**src/rtl/cnn_pkg.sv**
```systemverilog
// Shared CNN datapath types: signed feature element, per-pixel channel vector,
// and the signed max helper used by the pooling stages.
package cnn_pkg;

  localparam int DATA_WIDTH   = 8;
  localparam int NUM_CHANNELS = 6;

  typedef logic signed [DATA_WIDTH-1:0] feature_t;
  typedef feature_t [0:NUM_CHANNELS-1]  feature_vec_t;

  // Two's-complement max; on a tie both operands are equal so either is fine.
  function automatic feature_t smax(input feature_t a, input feature_t b);
    return (a > b) ? a : b;
  endfunction

endpackage

```
**src/rtl/pool_line_buffer.sv**
```systemverilog
// Distributed-RAM line buffer: synchronous write, asynchronous read.
// Contents are never reset; every entry is written before it is read.
module pool_line_buffer #(
  parameter int DEPTH  = 20,
  parameter int WIDTH  = 48,
  parameter int ADDR_W = 5
) (
  input  logic              clk,
  input  logic              wr_en,
  input  logic [ADDR_W-1:0] wr_addr,
  input  logic [WIDTH-1:0]  wr_data,
  input  logic [ADDR_W-1:0] rd_addr,
  output logic [WIDTH-1:0]  rd_data
);

  logic [WIDTH-1:0] mem [0:DEPTH-1];

  always_ff @(posedge clk) begin
    if (wr_en) begin
      mem[wr_addr] <= wr_data;
    end
  end

  assign rd_data = mem[rd_addr];

endmodule

```
**src/rtl/max_pool_2x2.sv**
```systemverilog
// 2x2 stride-2 per-channel max pooling with optional ReLU over a raster-ordered
// conv feature stream. Even rows park their column-pair maxima in a line buffer.
module max_pool_2x2
  import cnn_pkg::*;
#(
  parameter int IN_COLS = 41,
  parameter int IN_ROWS = 25,
  parameter bit RELU_EN = 1'b1
) (
  input  logic     i_clk,
  input  logic     i_rst,
  input  logic     i_feature_valid,
  input  feature_t i_features [0:NUM_CHANNELS-1],
  output logic     o_feature_valid,
  output feature_t o_features [0:NUM_CHANNELS-1],
  output logic     o_frame_done
);

  // Stream protocol: valid-only. An input vector is consumed on every cycle
  // i_feature_valid is high; o_feature_valid and o_frame_done are one-cycle
  // beats. There is no ready in either direction.

  localparam int POOL_COLS = IN_COLS / 2;
  localparam int ACT_COLS  = 2 * POOL_COLS;
  localparam int ACT_ROWS  = 2 * (IN_ROWS / 2);
  localparam int COL_W     = (IN_COLS > 1) ? $clog2(IN_COLS) : 1;
  localparam int ROW_W     = (IN_ROWS > 1) ? $clog2(IN_ROWS) : 1;
  localparam int ADDR_W    = (POOL_COLS > 1) ? $clog2(POOL_COLS) : 1;
  localparam int VEC_W     = $bits(feature_vec_t);

  logic [COL_W-1:0]  col_ctr;
  logic [ROW_W-1:0]  row_ctr;
  logic              col_last;
  logic              row_last;
  logic              in_active;
  logic              odd_col;
  logic              odd_row;
  logic              lb_wr_en;
  logic [ADDR_W-1:0] lb_addr;

  feature_t     hold_q [0:NUM_CHANNELS-1];
  feature_t     pair   [0:NUM_CHANNELS-1];
  feature_t     res    [0:NUM_CHANNELS-1];
  feature_vec_t wr_vec;
  feature_vec_t rd_vec;

  assign col_last  = (col_ctr == COL_W'(IN_COLS - 1));
  assign row_last  = (row_ctr == ROW_W'(IN_ROWS - 1));
  assign odd_col   = col_ctr[0];
  assign odd_row   = row_ctr[0];
  // A trailing odd column/row has no partner and is skipped.
  assign in_active = (int'(col_ctr) < ACT_COLS) && (int'(row_ctr) < ACT_ROWS);
  assign lb_addr   = ADDR_W'(col_ctr >> 1);
  assign lb_wr_en  = i_feature_valid && in_active && odd_col && !odd_row;

  always_comb begin
    wr_vec = '0;
    for (int c = 0; c < NUM_CHANNELS; c++) begin
      pair[c]   = smax(hold_q[c], i_features[c]);
      res[c]    = smax(feature_t'(rd_vec[c]), pair[c]);
      if (RELU_EN && res[c][DATA_WIDTH-1]) begin
        res[c] = '0;
      end
      wr_vec[c] = pair[c];
    end
  end

  pool_line_buffer #(
    .DEPTH  (POOL_COLS),
    .WIDTH  (VEC_W),
    .ADDR_W (ADDR_W)
  ) u_line_buffer (
    .clk     (i_clk),
    .wr_en   (lb_wr_en),
    .wr_addr (lb_addr),
    .wr_data (wr_vec),
    .rd_addr (lb_addr),
    .rd_data (rd_vec)
  );

  always_ff @(posedge i_clk or posedge i_rst) begin
    if (i_rst) begin
      col_ctr         <= '0;
      row_ctr         <= '0;
      hold_q          <= '{default: '0};
      o_feature_valid <= 1'b0;
      o_features      <= '{default: '0};
      o_frame_done    <= 1'b0;
    end else begin
      o_feature_valid <= 1'b0;
      o_frame_done    <= 1'b0;
      if (i_feature_valid) begin
        if (col_last) begin
          col_ctr <= '0;
          row_ctr <= row_last ? '0 : row_ctr + ROW_W'(1);
        end else begin
          col_ctr <= col_ctr + COL_W'(1);
        end
        o_frame_done <= col_last && row_last;
        if (in_active) begin
          if (!odd_col) begin
            hold_q <= i_features;
          end else if (odd_row) begin
            o_features      <= res;
            o_feature_valid <= 1'b1;
          end
        end
      end
    end
  end

endmodule

```
**config.mk**
```make
export PLATFORM = sky130hd
export DESIGN_NAME = max_pool_2x2
export DESIGN_NICKNAME = d
export VERILOG_FILES = /design/src/rtl/cnn_pkg.sv /design/src/rtl/pool_line_buffer.sv /design/src/rtl/max_pool_2x2.sv
export SDC_FILE = /design/constraint.sdc
export NUM_CORES = 1
export LEC_CHECK = 0
export CORE_MARGIN = 2
export CORE_UTILIZATION = 62
export DETAILED_ROUTE_END_ITERATION = 8
export PLACE_DENSITY = 0.82
export SLEW_MARGIN = 20
export SYNTH_ARGS = -nofsm -noshare
export SYNTH_HDL_FRONTEND = slang
export SYNTH_HIERARCHICAL = 1
export SYNTH_SLANG_ARGS = --single-unit
```
**constraint.sdc**
```tcl
create_clock -name i_clk -period 6.4 [get_ports i_clk]
set_clock_uncertainty 0.1 [all_clocks]
set_input_delay 0.96 -clock i_clk [delete_from_list [all_inputs] [get_ports i_clk]]
set_output_delay 0.96 -clock i_clk [all_outputs]
set_load 0.01 [all_outputs]
```
==> results.md, run 1 <==
- Outcome: finished, final reports clean
- Leak pwr: 0.0181 uW
- Max Slew Vio Count: 0
- Yosys Warn Count: 6
- Hold Slack: 410 ps
- CP Class: primary input to register
- Worst-Margin Slew: 1140 ps
- CP Cell Sequence: clkdlybuf4s50_1 > inv_1 > ha_1 > nor2b_1 > o21a_1 > o21bai_1 > a31oi_1 > or2_2 > nand2_1 > o21ai_1 > buf_4 > inv_1 > ha_1 > a21o_1 > a21oi_1 > o311ai_0 > a31o_2 > a211oi_1 > a221o_1
- I/O pin count: 101
- CP max stage delay: 770 ps
- Die area: 74100 um2
- Setup violations, final: 0
- Gpl congestion: 0.874
- Startpoint types: primary input
- Initial DRC Count: 3327
- Congestion Overflow GR: 0
- Post-route worst setup slack: 973 ps
- DP HPWL: 63.2 mm
- Total track usage: 30.4%
- Synth top area cells: edfxtp_1, mux2i_1, dfrtp_1
- Setup crit end kind: register
- CP max stage cell: a211oi_1
- Synth Cell Area: 44600 um2
- Largest area contributor in the synthesized netlist: edfxtp_1
- Starting density of the core: 62.5%
- Design area: 50500 um2
- # DRC: 0
- Vias in the first global route: 27000
- Fmax: 184 MHz
- H-tree levels: 3
- Antenna violation net count after detailed routing: 0
- DIE WIDTH: 272 um
- Core footprint: 71400 um2
- Number of placement rows: 98
- Fill cells: 4147
- Wire per inst: 27.9 um
- Place WS: 435 ps
- Hold Violations, Final: 0
- DP Area: 47100 um2
- Die Ht: 272 um
- Max cap viols: 0
- Worst rel slew slack: 23.9%
- Synth top area share: 64.6%
- Clock Tree Buf Depth: 3
- Clock transition at path regs: 60 ps
- Min-Delay Path Class: register to register
- DR pass1 iterations: 6
- Pwr per Cell Area: 509 nW/um2
- #FFs+latches synth: 1063
- Clk_lat worst skew: 650 ps
- # resized after CTS: 0
- Min Clock Period, post-route: 5430 ps
- DR vias: 26800
- Vias per cell: 6.67
- Hold_buf cts: 0
- Required @ worst endpoint: 6880 ps
- CP bufs+invs: 4
- Root buffer cell: clkbuf_16
- Antenna violations before repair: 0
- Largest net degree at the start of global routing: 77
- TNS Setup: 0 ps
- Delay-heaviest family, CP: compound AO/OA/AOI/OAI gates
- # diodes: 0
- Area Overhead vs Synth: 13.1%
- Ys flop type: edfxtp_1
- TritonCTS buffer count: 98
- Number of flops mapped to enable cells by yosys: 960
- Worst vdd ir: 285 uV
- Final period utilization: 84.8%
- Post-CTS Setup Inserts: 0
- Netlist cell types: 83
- CTS tree: built
- I/O Buffers: 94
- Share of cells above drive strength 1: 13.2%
- Sequential area share after synthesis: 70.4%
- Post-Route WL: 112 mm
- Avg Inst Size Synth: 15.7 um2
- CP max FO: 22
- Ys async rst share: 9.69%
- First-pass GRT wire length: 167 mm
- WP data arrival: 5910 ps
- Post-Syn Instances: 2839
- Sink Count: 1063
- Final nets: 3123
- RSZ-0062 raised after global routing: no
flip-flops by register name, summed over array words and instances (netlist names):
name	flops
row_ctr	5
col_ctr	6
u_line_buffer/mem	960
o_feature_valid	1
hold_q	48
o_frame_done	1
o_features	42
power by group:
part           internal, uW  leakage, uW  switching [uW]
registers              9480      0.00998             480
clock network          3600      0.00166            2520
logic                  3380      0.00644            6250
routing by layer:
metal	track usage, %	routed length [um]	share of wire [%]
met2	50.1	55000	49
met4	12.8	4580	4.1
met3	5.05	11400	10
met1	40.5	41100	37
met5	0	0	0
metrics by stage:
stage	std cells	power (uW)	util, %
after floorplan	2844	16300	-
after global placement	3834	18800	66.0
after detailed placement	3834	19300	66.0
after CTS	4018	25500	70.7
after global routing	4018	26700	70.7
final	4018	25700	70.7
logic make-up (layout without fill, tap and decap cells):
| kind of cell | Yosys count | after routing | share of synthesized area, % |
|---|---|---|---|
| simple gates | 530 | 530 | 5.60 |
| buf+inv | 260 | 484 | 2.64 |
| compound gates | 415 | 415 | 6.59 |
| other cells | 1 | 6 | 0.00840 |
| xor+xnor | 13 | 13 | 0.255 |
| fa+ha+maj | 93 | 93 | 2.59 |
| flops | 1063 | 1063 | 70.4 |
| mux | 464 | 464 | 11.9 |
final cells by class:
type,count,area (um2),area share [%]
inverter,120,453,0.897
timing repair buffer,180,1760,3.49
tap,950,1190,2.35
multi-input combinational,1521,12300,24.3
clock inverter,60,828,1.64
sequential,1063,31400,62.2
clock buffer,124,2580,5.11
cells in the mapped netlist (7+ instances only):
master,number
or2_2,7
nand3b_1,7
clkbuf_1,58
a211oi_1,40
ha_1,88
nor2_1,103
a2111oi_0,8
o22ai_1,52
buf_1,11
and2_1,40
o21a_1,8
nand2_1,188
buf_4,41
dfrtp_1,103
nand4_1,17
buf_2,28
o221ai_1,9
nor3_1,21
o21ai_0,71
xnor2_1,10
o31ai_1,7
edfxtp_1,960
inv_1,120
and3_1,9
a221o_1,35
mux4_2,48
a21o_1,11
nand3_1,97
a22oi_1,50
o211ai_1,8
a21oi_1,69
nor2b_1,11
mux2i_1,353
mux2_2,61
worst paths after layout:
path | from | slack [ps] | end | cells after the start
setup reg to reg | col_ctr[2]$_DFFE_PP0P_ | 1050 | o_features[29]$_DFFE_PP0P_ | 12
min in group asynchronous | i_rst | 770 | hold_q[19]$_DFFE_PP0P_ | 2
max in group asynchronous | i_rst | 4170 | col_ctr[1]$_DFFE_PP0P_ | 3
setup / recovery | i_features[9] | 970 | o_features[10]$_DFFE_PP0P_ | 19
hold / removal | hold_q[24]$_DFFE_PP0P_ | 410 | hold_q[24]$_DFFE_PP0P_ | 1
hold reg to reg | hold_q[24]$_DFFE_PP0P_ | 410 | hold_q[24]$_DFFE_PP0P_ | 1
cells in the final DEF (no fill, tap or decap), drive strengths merged, types with 9 or more instances in the layout:
master / instances
a22oi: 50
nand3: 97
buf: 86
and3: 9
dfrtp: 103
nor3: 21
nor2b: 12
o221ai: 10
clkdlybuf4s50: 94
a211oi: 43
o21ai: 72
and2: 40
mux4: 48
a21oi: 70
a2111oi: 14
o211ai: 9
a21o: 11
nor2: 103
ha: 88
o22ai: 52
edfxtp: 960
clkbuf: 124
nand2: 188
bufinv: 18
xnor2: 10
mux2i: 353
mux2: 63
a221o: 35
nand4: 17
inv: 122
clkinv: 38
Power figures use the tool's default switching activity.
==> run 2, diff against run 1 <==
--- a/config.mk
+++ b/config.mk
@@ -6,9 +6,9 @@
 export NUM_CORES = 1
 export LEC_CHECK = 0
 export CORE_MARGIN = 2
-export CORE_UTILIZATION = 62
+export CORE_UTILIZATION = 56
 export DETAILED_ROUTE_END_ITERATION = 8
-export PLACE_DENSITY = 0.82
+export PLACE_DENSITY = 0.78
 export SLEW_MARGIN = 20
 export SYNTH_ARGS = -nofsm -noshare
 export SYNTH_HDL_FRONTEND = slang
==> constraint.sdc (replaced) <==
create_clock -name i_clk -period 4.8 [get_ports i_clk]
set_clock_uncertainty 0.1 [all_clocks]
set_input_delay 0.72 -clock i_clk [delete_from_list [all_inputs] [get_ports i_clk]]
set_output_delay 0.72 -clock i_clk [all_outputs]
set_load 0.01 [all_outputs]
==> run 2 against run 1 <==
Die area is 11% higher. Power is 35% higher. Via count is 1.6% lower. Sequential share of layout area is 1.0 points lower. Critical endpoint is now o_features[21]$_DFFE_PP0P_.
==> results.md, run 2 (same netlist as run 1, synthesis figures left out) <==
- Outcome: finished, final reports clean
- Post-layout util: 65.0%
- Clock Tree Buf Depth: 3
- Hold Violations, Final: 0
- I/O pin count: 101
- Most frequent cells in the layout: edfxtp_1, mux2i_1, nand2_1
- FF-to-FF Start: col_ctr[1]$_DFFE_PP0P_
- CTS tree: built
- Commonest non-fill, non-tap cell in the layout: edfxtp_1
- # DRC: 0
- Initial DRC Count: 2725
- Startpoint types: register
- Die Ht: 286 um
- Share of cells above drive strength 1: 15.2%
- Wire per inst: 25.6 um
- Final period utilization: 95.3%
- Vias in the first global route: 26800
- CP max FO: 27
- Reg2reg end: o_features[21]$_DFFE_PP0P_
- Congestion Overflow GR: 0
- Clk_lat worst skew: 660 ps
- TritonCTS buffer count: 101
- Number of placement rows: 103
- First-pass GRT wire length: 162 mm
- Setup crit end kind: register
- DR pass1 iterations: 6
- Min-Delay Path Class: register to register
- WP data arrival: 5010 ps
- Required @ worst endpoint: 5240 ps
- Max cap viols: 0
- Pwr per Cell Area: 676 nW/um2
- I/O Buffers: 94
- Hold wc startpoint: o_features[41]$_DFFE_PP0P_
- Antenna violations before repair: 0
- R2R depth: 13
- DIE WIDTH: 286 um
- Clock transition at path regs: 60 ps
- Area Overhead vs Synth: 15.0%
- Starting density of the core: 56.5%
- Largest regs: u_line_buffer/mem: 960 flops, hold_q: 48 flops, o_features: 42 flops
- Number of flip-flops in the largest register: 960
- End of the worst hold path: o_features[41]$_DFFE_PP0P_
- Core footprint: 79000 um2
- Post-Route WL: 107 mm
- Total track usage: 26.3%
- Reg with most FFs: u_line_buffer/mem
- Final nets: 3201
- Largest net degree at the start of global routing: 66
- CP Class: register to register
- Reg2reg setup slack: 230 ps
- Worst hold path depth: 2
- Antenna violation net count after detailed routing: 0
- Gpl congestion: 0.848
- Leak pwr: 0.0185 uW
- Worst vdd ir: 388 uV
- RSZ-0062 raised after global routing: no
- Sink Count: 1063
- Die area: 82000 um2
- DP HPWL: 61.8 mm
- Setup violations, final: 0
- Hold Slack: 403 ps
- Worst-Margin Slew: 793 ps
- H-tree levels: 3
- Vias per cell: 6.28
- DR vias: 26300
- Fmax: 219 MHz
- Worst rel slew slack: 46.8%
- Root buffer cell: clkbuf_16
- Max Slew Vio Count: 0
- Min Clock Period, post-route: 4570 ps
## run 2: cell count changes in the layout (fill, tap and decap cells not counted), sizes merged, moves of 2 or more
| cell | delta |
|---|---|
| buf | +75 |
| clkbuf | +10 |
| clkinv | -7 |
| bufinv | -3 |
| inv | +2 |
## run 2: repair_timing
item	in CTS	in global routing
hold buffers	0	0
buffers inserted	0	1
setup endpoints to repair	0	21
resized for setup	0	2
## run 2: worst max-delay path by stage
| stage | startpoint | end | slack [ps] | cells past startpoint |
|---|---|---|---|---|
| 6_report | col_ctr[1]$_DFFE_PP0P_ | o_features[21]$_DFFE_PP0P_ | 230 | 13 |
| 3_3_place_gp | i_features[25] | o_features[25]$_DFFE_PP0P_ | -170 | 17 |
| 5_1_grt | i_features[25] | o_features[28]$_DFFE_PP0P_ | 30 | 17 |
| 3_5_place_dp | i_features[25] | o_features[26]$_DFFE_PP0P_ | -360 | 17 |
| 4_1_cts | col_ctr[1]$_DFFE_PP0P_ | o_features[13]$_DFFE_PP0P_ | 120 | 13 |
| 2_1_floorplan | i_features[23] | o_features[19]$_DFFE_PP0P_ | 100 | 16 |
## run 2: routing by layer
layer  routed length (um)  share of wire, %  vias up  GRT usage, %
li1                     -                 -    11400             -
met1                41500                39    13300          34.7
met2                53500                50     1312          44.6
met3                 8950               8.3      240          4.16
met4                 3430               3.2        0          9.59
met5                    0                 0        -             0
## run 2: where the power goes
group	leakage [uW]	internal (uW)	switching, uW	total (uW)
combinational	0.00684	5040	8350	13400
sequential	0.00998	12600	532	13200
clock	0.00166	4840	3310	8150
## run 2: layout make-up
type	count	area, um2
Sequential cell	1063	31400
Fill cell	5154	27700
Multi-Input combinational cell	1521	12300
Clock buffer	134	2760
Timing Repair Buffer	255	2480
Tap cell	1050	1310
Clock inverter	53	656
Inverter	120	453
Antenna cell	1	2.50
## run 2: per-stage QoR
| stage | TNS, ps | instances | setup slack [ps] | total power (uW) | area [um2] |
|---|---|---|---|---|---|
| after floorplan | 0 | 2844 | 98.9 | 21700 | 44600 |
| after global placement | -1090 | 4008 | -167 | 25700 | 47900 |
| after detailed placement | -5290 | 4008 | -363 | 26400 | 47900 |
| after CTS | 0 | 4195 | 121 | 34600 | 51300 |
| after global routing | 0 | 4196 | 34.0 | 36300 | 51300 |
| final | 0 | 4197 | 227 | 34700 | 51300 |
## run 2: worst max-delay path: stages (launching register included)
cell	delay [ps]
dfrtp_4	770
buf_12	270
buf_4	450
mux2i_1	300
a22oi_1	150
nand3_1	140
nand3_1	180
ha_1	370
a21o_1	190
a21o_1	170
a2111oi_0	470
o31ai_1	180
and3_1	290
a221o_1	400
